<file path="config.mk">
export PLATFORM = sky130hd
export DESIGN_NAME = sg_avg_filter
export DESIGN_NICKNAME = d
export VERILOG_FILES = /design/src/rtl/sg_avg_filter.sv
export SDC_FILE = /design/constraint.sdc
export NUM_CORES = 1
export LEC_CHECK = 0
export ABC_AREA = 1
export CAP_MARGIN = 20
export CORE_MARGIN = 5
export CORE_UTILIZATION = 50
export DETAILED_ROUTE_END_ITERATION = 8
export PLACE_DENSITY = 0.68
export SKIP_LAST_GASP = 1
export SLEW_MARGIN = 30
export SYNTH_ARGS = -nofsm -noshare
export SYNTH_HDL_FRONTEND = slang
export SYNTH_SLANG_ARGS = --single-unit
</file>
<file path="constraint.sdc">
create_clock -name clk -period 3.4 [get_ports clk]
set_input_delay 0.51 -clock clk [delete_from_list [all_inputs] [get_ports clk]]
set_output_delay 0.51 -clock clk [all_outputs]
set_load 0.02 [all_outputs]
</file>
<file path="src/rtl/sg_avg_filter.sv">
// sg_avg_filter
//   Moving-average filter that sits directly after the SG signal generator.
//   Each accepted input sample produces one averaged output sample. The
//   average is taken over a window of N = 2**LOG2_N samples, and the window
//   is kept as a running sum plus a circular history buffer. There is one
//   register stage, and it sustains one sample per clock when the downstream
//   stage is not stalling.
//
//   Build option:
//     SG_AVG_ROUND_EN  defined     -> avg = (sum + N/2) >>> LOG2_N  (round half up)
//                      not defined -> avg = sum >>> LOG2_N          (floor)
//
//   Parameters:
//     DW      sample width (signed two's complement)
//     LOG2_N  log2 of the window length, 1..6
//
//   Ports:
//     clk      rising-edge clock
//     rst      asynchronous active-low reset
//     clear    synchronous flush of history, sum, fill state and output
//     in_req   upstream sample valid
//     in_rdy   block accepts in_dat this cycle (combinational)
//     in_dat   input sample
//     out_req  out_dat valid
//     out_rdy  downstream accepts out_dat
//     out_dat  averaged sample
//     primed   window holds N real samples since reset/clear
module sg_avg_filter #(
    parameter int DW     = 16,
    parameter int LOG2_N = 3
) (
    input  logic                 clk,
    input  logic                 rst,
    input  logic                 clear,
    input  logic                 in_req,
    output logic                 in_rdy,
    input  logic signed [DW-1:0] in_dat,
    output logic                 out_req,
    input  logic                 out_rdy,
    output logic signed [DW-1:0] out_dat,
    output logic                 primed
);

    localparam int N  = 1 << LOG2_N;
    localparam int SW = DW + LOG2_N;

    typedef enum logic {
        FILL = 1'b0,
        RUN  = 1'b1
    } state_t;

    state_t                state;
    logic signed [DW-1:0]  hist [N];
    logic [LOG2_N-1:0]     wp;
    logic [LOG2_N-1:0]     fill_cnt;
    logic signed [SW-1:0]  sum;
    logic signed [SW-1:0]  sum_nxt;
    logic                  accept;

    // The sum of N samples of DW bits always fits in DW+LOG2_N bits. With
    // rounding enabled, the extra +N/2 still stays below 2**(SW-1).
    function automatic logic signed [DW-1:0] avg(input logic signed [SW-1:0] s);
        logic signed [SW-1:0] q;
`ifdef SG_AVG_ROUND_EN
        q = (s + SW'(N / 2)) >>> LOG2_N;
`else
        q = s >>> LOG2_N;
`endif
        return q[DW-1:0];
    endfunction

    // A held output must drain before a new sample can be taken. A new sample
    // can be taken in the same cycle that the held output drains.
    assign in_rdy  = !clear && (!out_req || out_rdy);
    assign accept  = in_req && in_rdy;

    // The new sample enters the window and the oldest sample, hist[wp],
    // leaves it.
    assign sum_nxt = sum + SW'(in_dat) - SW'(hist[wp]);

    // ---- stage 0: history, running sum, fill FSM and output register ----
    always_ff @(posedge clk or negedge rst) begin
        if (!rst) begin
            state    <= FILL;
            wp       <= '0;
            fill_cnt <= '0;
            sum      <= '0;
            out_req  <= 1'b0;
            out_dat  <= '0;
            primed   <= 1'b0;
            for (int i = 0; i < N; i++) begin
                hist[i] <= '0;
            end
        end else if (clear) begin
            state    <= FILL;
            wp       <= '0;
            fill_cnt <= '0;
            sum      <= '0;
            out_req  <= 1'b0;
            out_dat  <= '0;
            primed   <= 1'b0;
            for (int i = 0; i < N; i++) begin
                hist[i] <= '0;
            end
        end else begin
            if (accept) begin
                hist[wp] <= in_dat;
                wp       <= wp + 1'b1;
                sum      <= sum_nxt;
                out_dat  <= avg(sum_nxt);
                out_req  <= 1'b1;
                // The fill counter saturates at N-1. The Nth accept moves
                // the FSM to RUN.
                if (state == FILL) begin
                    if (fill_cnt == '1) begin
                        state  <= RUN;
                        primed <= 1'b1;
                    end else begin
                        fill_cnt <= fill_cnt + 1'b1;
                    end
                end
            end else if (out_req && out_rdy) begin
                out_req <= 1'b0;
            end
        end
    end

endmodule

</file>
==> metrics.md <==
| Metric | Value |
|---|---|
| Crit path time final | `3270 ps` |
| VDD IR-drop max | `0.378 mV` |
| Post-route antenna net violation count | `0` |
| Final non-filler cell area | `0.0100 mm2` |
| Final Cycle Share | `96.3%` |
| Initial antenna violation count | `0` |
| Share of cells above drive strength 1 | `14.5%` |
| Fin cells | `1277` |
| CP required | `3720 ps` |
| Clk_skew | `12.9 ps` |
| Reg clk slew, reported paths | `60 ps` |
| Mean Syn Cell Area | `8.44 um2` |
| Wirelength, routed | `24600 um` |
| Mapped Area | `0.00837 mm2` |
| Chip width | `139 um` |
| Iteration-0 DRC count of the detailed router | `668` |
| Post-synthesis sequential area ratio | `46.6%` |
| Synth top area cells | `dfrtp_1 (47%), inv_1 (8.1%), o22ai_1 (7.6%), nand2_1 (6.8%), nand3_1 (5.0%)` |
| Ys flop type | `dfrtp_1` |
| Number of port buffers | `39` |
| Pwr Density | `666 mW/mm2` |
| Hold/Removal Path Class | `in -> async` |
| Worst slew pin tran | `759 ps` |
| Nets | `1108` |
| Clk sinks | `156` |
| Synth warn | `0` |
| Max-cap viol count | `0` |
| Setup Crit Path Kind | `reg -> reg` |
| Yosys top cell by area | `dfrtp_1` |
| H-tree lvl count | `4` |
| Crit end category | `flop` |
| Total grt overflow | `0` |
| DP Wirelength | `16900 um` |
| Data arrival, critical path | `3590 ps` |
| Commonest non-fill, non-tap cell in the layout | `inv_1` |
| Pins Over Slew Limit | `0` |
| First-pass GRT wire length | `38900 um` |
| Via density | `5.75` |
| Number of synthesized flops with an enable pin | `0` |
| GPL Wtd Cong | `0.940` |
| Pre-antenna DRT Iters | `5` |
| Slew headroom | `49.4%` |
| Routed wire length per instance | `19.3 um` |
| Slack of the critical path | `126 ps` |
| Clk_lat worst skew | `440 ps` |
| Chip height | `139 um` |
| CP Max Fanout | `10` |
| Unrepaired setup endpoints after global routing | `true` |
| Leak Pwr | `4.68 nW` |
| Post-Synthesis Cells | `992` |
| Tot GR Track Use | `25.6%` |
| DR DRC count | `0` |
| #FFs+latches synth | `156` |
| Largest net degree at the start of global routing | `78` |
| Fin. Hold Viols | `0` |
| FMAX | `0.305 GHz` |
| Row count | `47` |
| Asr flop ratio synth | `100%` |
| Die Footprint | `0.0194 mm2` |
| Starting Density | `50.7%` |
| Maximum root-to-sink buffer count | `2` |
| Area grow syn2layout | `19.7%` |
| Finish-stage setup viols | `0` |
| Pwr Total | `6.67 mW` |
| Most frequent cells in the layout | `inv_1 (175), dfrtp_1 (154), nand2_1 (145)` |
| Post-Place Cells | `1234` |
| I/O pins | `40` |
| Synth cell types | `34` |
| Vias | `7345` |
| CTS tree | `yes` |
| CORE AREA | `0.0165 mm2` |
| Post-DP Area | `0.00907 mm2` |
| Startpoint types | `flop` |
| Share of the synthesized area in the top cell type | `46.6%` |
| CTS buffer count | `17` |
| Number of global-route vias before repair | `7025` |
| Syn nets | `1054` |
| Root buf cell | `clkbuf_16` |
| Status | `finished, final reports clean` |
| Ant diodes | `0` |
| Setup TNS | `0 ps` |
| DP Worst Slack | `-40.2 ps` |
-- registers in the layout, indices dropped and copies added, names as in the netlist --
register  cells
primed        1
out_dat      16
out_req       1
state         1
fill_cnt      3
sum           3
hist        128
wp            3
-- cell type report --
type                       count  area, um2
sequential                   156       3910
inverter                     187        711
timing repair buffer          91        871
clock inverter                12        170
tap                          220        275
fill                        1456       6500
clock buffer                  18        439
multi-input combinational    593       3650
-- critical path: stages (launching register included) --
cell and delay (ps):
dfrtp_1 370, buf_4 180, nand3_4 130, inv_2 100, buf_12 160, nand2_1 50, o21ai_0 70, nor2_1 130
nand2_1 130, fa_1 510, inv_1 50, ha_1 360, nand2_2 140, inv_1 50, a21oi_1 190, nand3_2 170
nand2_1 130, nand3_1 80, nand3_1 100, nand2_1 50
-- repair_timing --
action | in CTS | in global routing
buffers inserted | 0 | 12
hold buffers | 0 | 0
cloned | 0 | 1
pin swaps | 1 | 10
endpoints found under the setup margin | 6 | 14
gates resized for setup | 6 | 49
-- power by group --
group | internal, mW | total [mW] | switching (mW) | leakage, nW
clock network | 1.24 | 2.01 | 0.777 | 0.302
registers | 1.98 | 2.06 | 0.0788 | 2.15
logic | 1.01 | 2.60 | 1.59 | 2.23
-- through the flow --
step	hold slack, ps	utilization (%)
after floorplan	214	-
after global placement	471	54.9
after detailed placement	486	54.9
after CTS	161	58.7
after global routing	174	60.7
final	105	60.7
-- layer usage --
metal  vias to the layer above  part of all wire, %  global-route usage (%)  wire [um]
li1                       3391                    -                       -          -
met1                      3566                   44                    37.0      10800
met2                       343                   44                    37.9      10900
met3                        45                  8.4                    5.49       2060
met4                         0                  3.3                    9.78        822
met5                         -                    0                       0          0
-- logic make-up (layout without fill, tap and decap cells) --
logic type | after synthesis | count (layout) | synth area share [%]
AND/OR/NAND/NOR | 310 | 310 | 16.4
buffers and inverters | 243 | 308 | 12.3
AO/OA/AOI/OAI | 239 | 239 | 16.7
flip-flops | 156 | 156 | 46.6
adder cells (fa/ha/maj) | 41 | 41 | 7.74
XOR/XNOR | 3 | 3 | 0.314
-- worst paths after layout --
kind | startpoint | to | slack [ps] | depth (start not counted)
worst max-delay path | wp[1] | out_dat[14] | 130 | 19
worst min-delay path | rst | hist[114] | 100 | 1
worst max register to register | wp[1] | out_dat[14] | 130 | 19
worst min register to register | fill_cnt[0] | fill_cnt[0] | 500 | 1
max in group asynchronous | rst | hist[26] | 2460 | 2
min in group clk | fill_cnt[0] | fill_cnt[0] | 500 | 1
-- cells in the mapped netlist (2+ instances only) --
library cell  instances
a211oi_1              7
a21oi_1              27
a221oi_1              5
a22oi_1               7
and2_1                3
buf_1                 6
buf_2                26
buf_4                18
buf_6                 2
clkbuf_1              4
dfrtp_1             156
fa_1                 18
ha_1                 23
inv_1               180
inv_2                 6
nand2_1             152
nand2_2              10
nand3_1              83
nand3_2               3
nand3b_1              4
nand4_1               5
nor2_1               43
nor2_2                2
nor3_1                4
o2111ai_1             2
o211ai_1              2
o21ai_0              60
o21ai_1              25
o22ai_1             102
xor2_1                3
Power figures use the tool's default switching activity.
